### config.mk
export PLATFORM = sky130hd
export DESIGN_NAME = band_loader
export DESIGN_NICKNAME = d
export VERILOG_FILES = /design/src/rtl/npu_pkg.sv /design/src/rtl/band_addr_gen.sv /design/src/rtl/band_loader.sv
export SDC_FILE = /design/constraint.sdc
export NUM_CORES = 1
export LEC_CHECK = 0
export ABC_CLOCK_PERIOD_IN_PS = 5700
export CAP_MARGIN = 25
export CORE_MARGIN = 3
export CORE_UTILIZATION = 35
export DETAILED_ROUTE_END_ITERATION = 10
export HOLD_SLACK_MARGIN = 0.06
export PLACE_DENSITY_LB_ADDON = 0.08
export SETUP_SLACK_MARGIN = 0.02
export SLEW_MARGIN = 20
export SYNTH_ARGS = -nofsm -noshare
export SYNTH_HDL_FRONTEND = slang
export SYNTH_SLANG_ARGS = --single-unit
### constraint.sdc
create_clock -name clk -period 5.7 [get_ports clk]
set_input_delay 1.14 -clock clk [delete_from_list [all_inputs] [get_ports clk]]
set_output_delay 1.14 -clock clk [all_outputs]
set_load 0.02 [all_outputs]
### src/rtl/npu_pkg.sv
// Shared NPU definitions: band loader state encoding, lane count and the
// stride normalisation used when a map is started.
package npu_pkg;

  localparam int LANES = 3;

  typedef enum logic [2:0] {
    BL_IDLE,
    BL_FETCH,
    BL_DRAIN,
    BL_READY,
    BL_DONE
  } bl_state_t;

  // A zero stride would never advance the band, so it is promoted to one.
  function automatic logic [1:0] norm_stride(input logic [1:0] s);
    return (s == 2'd0) ? 2'd1 : s;
  endfunction

endpackage

### src/rtl/band_addr_gen.sv
// Band/column/lane counters for the band loader and the registered pixel
// memory address (b + lane) * COLS + c that goes with them.
module band_addr_gen
  import npu_pkg::*;
#(
  parameter int COLS   = 28,
  parameter int ROWS   = 28,
  parameter int ADDR_W = 10
) (
  input  logic              clk,
  input  logic              rst,
  input  logic              load,
  input  logic              step,
  input  logic              advance,
  input  logic [1:0]        stride,
  output logic [ADDR_W-1:0] mem_addr,
  output logic [1:0]        lane,
  output logic              last_issue,
  output logic              band_fits
);

  localparam int B_W = $clog2(ROWS);
  localparam int C_W = $clog2(COLS);
  localparam logic [1:0]     LAST_LANE = 2'(LANES - 1);
  localparam logic [C_W-1:0] C_LAST    = C_W'(COLS - 1);
  localparam logic [B_W:0]   B_MAX     = (B_W+1)'(ROWS - 3);

  logic [B_W-1:0]    b_reg, b_next;
  logic [C_W-1:0]    c_reg, c_next;
  logic [1:0]        lane_reg, lane_next;
  logic [1:0]        stride_reg, stride_next;
  logic [ADDR_W-1:0] addr_reg, addr_next;
  logic [ADDR_W-1:0] row_next;
  logic [B_W:0]      b_sum;

  // One bit wider than b so the last-band test cannot wrap.
  assign b_sum     = {1'b0, b_reg} + (B_W+1)'(stride_reg);
  assign band_fits = (b_sum <= B_MAX);

  always_comb begin
    b_next      = b_reg;
    c_next      = c_reg;
    lane_next   = lane_reg;
    stride_next = stride_reg;
    if (load) begin
      stride_next = norm_stride(stride);
      b_next      = '0;
      c_next      = '0;
      lane_next   = '0;
    end else if (advance) begin
      b_next    = b_sum[B_W-1:0];
      c_next    = '0;
      lane_next = '0;
    end else if (step) begin
      if (lane_reg == LAST_LANE) begin
        lane_next = '0;
        c_next    = (c_reg == C_LAST) ? '0 : c_reg + 1'b1;
      end else begin
        lane_next = lane_reg + 2'd1;
      end
    end
    row_next  = ADDR_W'(b_next) + ADDR_W'(lane_next);
    addr_next = row_next * ADDR_W'(COLS) + ADDR_W'(c_next);
  end

  always_ff @(posedge clk or negedge rst) begin
    if (!rst) begin
      b_reg      <= '0;
      c_reg      <= '0;
      lane_reg   <= '0;
      stride_reg <= 2'd1;
      addr_reg   <= '0;
    end else begin
      b_reg      <= b_next;
      c_reg      <= c_next;
      lane_reg   <= lane_next;
      stride_reg <= stride_next;
      addr_reg   <= addr_next;
    end
  end

  assign mem_addr   = addr_reg;
  assign lane       = lane_reg;
  assign last_issue = (lane_reg == LAST_LANE) && (c_reg == C_LAST);

endmodule

### src/rtl/band_loader.sv
// Streams 3-row bands of a row-major feature map out of pixel memory, one
// column per wr_en, and waits for the consumer between bands.
module band_loader
  import npu_pkg::*;
#(
  parameter int BIT_DEPTH = 8,
  parameter int COLS      = 28,
  parameter int ROWS      = 28,
  parameter int ADDR_W    = 10
) (
  input  logic                 clk,
  input  logic                 rst,
  input  logic                 start,
  input  logic [1:0]           stride,
  input  logic                 band_next,
  output logic                 mem_rd_en,
  output logic [ADDR_W-1:0]    mem_addr,
  input  logic [BIT_DEPTH-1:0] mem_rd_data,
  output logic                 wr_en,
  output logic [BIT_DEPTH-1:0] data_out_r1,
  output logic [BIT_DEPTH-1:0] data_out_r2,
  output logic [BIT_DEPTH-1:0] data_out_r3,
  output logic                 band_ready,
  output logic                 busy,
  output logic                 done
);

  bl_state_t state;
  logic mem_rd_en_reg, band_ready_reg, busy_reg, done_reg;
  logic rd_valid_reg, wr_en_reg;
  logic [1:0] rd_lane_reg, lane;
  logic [BIT_DEPTH-1:0] hold0_reg, hold1_reg, r1_reg, r2_reg, r3_reg;
  logic last_issue, band_fits, load, step, advance;

  assign load    = (state == BL_IDLE) && start;
  assign step    = (state == BL_FETCH);
  assign advance = (state == BL_READY) && band_next && band_fits;

  band_addr_gen #(
    .COLS   (COLS),
    .ROWS   (ROWS),
    .ADDR_W (ADDR_W)
  ) u_addr (
    .clk        (clk),
    .rst        (rst),
    .load       (load),
    .step       (step),
    .advance    (advance),
    .stride     (stride),
    .mem_addr   (mem_addr),
    .lane       (lane),
    .last_issue (last_issue),
    .band_fits  (band_fits)
  );

  always_ff @(posedge clk or negedge rst) begin
    if (!rst) begin
      state          <= BL_IDLE;
      mem_rd_en_reg  <= 1'b0;
      band_ready_reg <= 1'b0;
      busy_reg       <= 1'b0;
      done_reg       <= 1'b0;
    end else begin
      done_reg <= 1'b0;
      case (state)
        BL_IDLE: begin
          if (start) begin
            state         <= BL_FETCH;
            mem_rd_en_reg <= 1'b1;
            busy_reg      <= 1'b1;
          end
        end
        BL_FETCH: begin
          if (last_issue) begin
            state         <= BL_DRAIN;
            mem_rd_en_reg <= 1'b0;
          end
        end
        // The last column's strobe marks the band as fully written.
        BL_DRAIN: begin
          if (wr_en_reg) begin
            state          <= BL_READY;
            band_ready_reg <= 1'b1;
          end
        end
        BL_READY: begin
          if (band_next) begin
            band_ready_reg <= 1'b0;
            if (band_fits) begin
              state         <= BL_FETCH;
              mem_rd_en_reg <= 1'b1;
            end else begin
              state    <= BL_DONE;
              done_reg <= 1'b1;
            end
          end
        end
        BL_DONE: begin
          state    <= BL_IDLE;
          busy_reg <= 1'b0;
        end
        default: state <= BL_IDLE;
      endcase
    end
  end

  // Read data arrives one cycle after its strobe; track which lane it is.
  always_ff @(posedge clk or negedge rst) begin
    if (!rst) begin
      rd_valid_reg <= 1'b0;
      rd_lane_reg  <= '0;
      hold0_reg    <= '0;
      hold1_reg    <= '0;
      r1_reg       <= '0;
      r2_reg       <= '0;
      r3_reg       <= '0;
      wr_en_reg    <= 1'b0;
    end else begin
      rd_valid_reg <= mem_rd_en_reg;
      rd_lane_reg  <= lane;
      wr_en_reg    <= 1'b0;
      if (rd_valid_reg) begin
        case (rd_lane_reg)
          2'd0: hold0_reg <= mem_rd_data;
          2'd1: hold1_reg <= mem_rd_data;
          default: begin
            r1_reg    <= hold0_reg;
            r2_reg    <= hold1_reg;
            r3_reg    <= mem_rd_data;
            wr_en_reg <= 1'b1;
          end
        endcase
      end
    end
  end

  assign mem_rd_en   = mem_rd_en_reg;
  assign wr_en       = wr_en_reg;
  assign data_out_r1 = r1_reg;
  assign data_out_r2 = r2_reg;
  assign data_out_r3 = r3_reg;
  assign band_ready  = band_ready_reg;
  assign busy        = busy_reg;
  assign done        = done_reg;

endmodule

==> impl_results.md <==
- IO Count: 53
- IO Port Bufs: 52
- Rows: 36
- Gr usage total: 12.4%
- Synth Warn #: 0
- Hold path startpoint: mem_rd_en
- Largest family of logic cells by synthesized area: multiplexers
- Compound-Gate Fraction of Synth Area: 8.14%
- Post-CTS Setup Bufs: 0
- Commonest non-fill, non-tap cells in the layout: 72 x dfrtp_1, 51 x clkdlybuf4s50_1, 41 x mux2_2
- Mux share of post-synthesis cell area: 14.7%
- Tcrit/Tclk final: 92.7%
- Sequential area share after synthesis: 50.4%
- Clock sinks: 73
- Achievable Freq: 0.189 GHz
- Clk buf depth: 2
- Global-route wire length before repair: 11500 µm
- DR vias/cell: 4.84
- Post-synth ARST share: 100%
- Maximum vdd drop: 0.000270 V
- Routed Antenna Nets: 0
- Syn Inst Count: 296
- Via count: 2387
- Initial antenna violation count: 0
- Hold WC Path Type: register to register
- Top FF cell, synth: dfrtp_1
- Worst-path clk slew: 80 ps
- Wire length per cell: 13.5 µm
- Total gr overflow: 0
- Clk_lat worst skew: 340 ps
- Diodes inserted: 0
- Worst-path maximum fanout: 5
- CTS Hold Buffers Added: 0
- Final Max Tran Viols: 0
- CTS tree: built
- Pre-antenna DRT Iters: 4
- Setup TNS: 0 ps
- Pwr per Cell Area: 567 nW/µm²
- Rel. slew slack: 62.9%
- Worst flop-to-flop path startpoint: u_addr.stride_reg[0]
- Crit path launch: u_addr.stride_reg[0]
- Min Tclk post-route: 5280 ps
- Initial Util: 36.6%
- RSZ-0062 raised after global routing: no
- Synth cell types: 51
- Startpoint Class: register
- DR DRC count: 0
- HPWL after detailed placement: 4820 µm
- Vias in the first global route: 2375
- Crit. End Element: register
- Layout cells sized above 1: 20.6%
- Simple-Gate Fraction of Synth Area: 10.2%
- Worst slew pin tran: 549 ps
- Final hold viol count: 0
- Register Area: 1830 µm²
- Nets: 392
- PostCTS Resize Cnt: 0
- Post-synth EDFFs: 0
- Final Skew: 11.9 ps
- Max cap viols: 0
- Setup CP Type: register to register
- Syn_nets: 333
- Fillers: 944
- Root buffer cell: clkbuf_8
- Die Wd: 108 µm
- Cts bufs inserted: 9
- Total Die Area: 11600 µm²
- Area grow syn2layout: 24.8%
- Most common cell after layout, fill and taps aside: dfrtp_1
- Area of the multi-input gates: 1690 µm²
- Syn Area/Cell: 12.3 µm²
- Worst EP required: 5920 ps
- Synth Cell Area: 3630 µm²
- WL final: 6630 µm
- Total Power: 2570 µW
- Initial DRC count: 77
- Core Box Area: 9910 µm²
- H-tree Lvls: 3
- P_leak: 0.00204 µW
- FF+latch count, synth: 73
- Setup violations, final: 0
- GP Congestion: 0.751
- Die Y: 108 µm
- Status: completed
- WP data arrival: 5510 ps
- XOR/XNOR Fraction of Synth Area: 4.35%
- Post-Synth Adder-Cell Area: 8.97%
- Maximum number of pins on one net before global-route repair: 74
[routing by layer]
metal  GRT usage, %  up-vias  wire, µm
li1               -     1160         -
met1           16.5     1166      3130
met2           19.9       49      3130
met3           2.28       12       258
met4           4.87        0       115
met5              0        -         0
[worst paths after layout]
check | slack, ps | end | cells after the start
max | 420 | u_addr.mem_addr[9] | 22
min | 430 | rd_valid_reg | 0
max reg2reg | 420 | u_addr.mem_addr[9] | 22
min reg2reg | 430 | rd_valid_reg | 0
max in group asynchronous | 4390 | u_addr.stride_reg[0] | 2
min in group asynchronous | 700 | data_out_r2[5] | 1
[cells in the mapped netlist, drive strengths merged (3+ instances only)]
master	number	area (µm²)
o21bai	3	22.5
fa	5	100
nor2	20	75.1
nor2b	4	25.0
nor3	3	20.0
nand2	14	52.6
nand3	7	40.0
ha	18	225
mux2	41	462
a21oi	17	85.1
a31oi	3	18.8
xor2	4	35.0
nor3b	3	22.5
buf	5	36.3
inv	17	63.8
a21o	6	45.0
mux2i	6	72.6
o21ai	4	20.0
nand3b	3	22.5
clkbuf	4	15.0
xnor2	11	123
dfrtp	72	1800
[cells by family after synthesis]
kind of cell,Yosys count
adder cells (fa/ha/maj),23
flip-flops,73
buffers and inverters,26
multiplexers,47
AND/OR/NAND/NOR,69
AO/OA/AOI/OAI,43
XOR/XNOR,15
[where the power goes]
group,internal (µW),leakage [µW],switching [µW],total (µW)
logic,664,0.00107,621,1290
registers,749,0.000876,127,876
clock network,204,0.0000929,199,403
total,1620,0.00204,948,2570
[area by class of cell]
class	instances	area share, %
inverters	17	1.41
flip-flops and latches	73	40.4
clock inverters	6	1.49
well taps	133	3.68
repair buffers	57	12.9
clock buffers	10	2.82
multi-input cells	197	37.3
[through the flow]
step / hold slack [ps] / std cells / utilization (%) / setup WS [ps] / cell area, µm²
3_3_place_gp: 393 / 475 / 43.2 / 430 / 4280
5_1_grt: 479 / 493 / 45.7 / 24.5 / 4530
2_1_floorplan: 407 / 296 / - / 683 / 3630
3_5_place_dp: 405 / 476 / 43.4 / 358 / 4300
6_report: 425 / 493 / 45.7 / 416 / 4530
4_1_cts: 428 / 492 / 45.3 / 357 / 4490
[worst max-delay path: stages (launching register included)]
cell and delay, ps:
dfstp_2 540, ha_1 210, fa_1 490, o21bai_1 170, a21oi_1 130, o21a_2 270, nor3_2 310, mux2i_1 120
nor2_1 140, ha_1 190, inv_1 60, fa_1 460, xnor2_4 210, fa_1 500, ha_1 170, inv_1 60
fa_1 420, inv_1 70, a21o_1 100, a21oi_1 70, xnor2_1 220, nand3_1 130, xnor2_1 140
(Power assumes the default switching activity.)
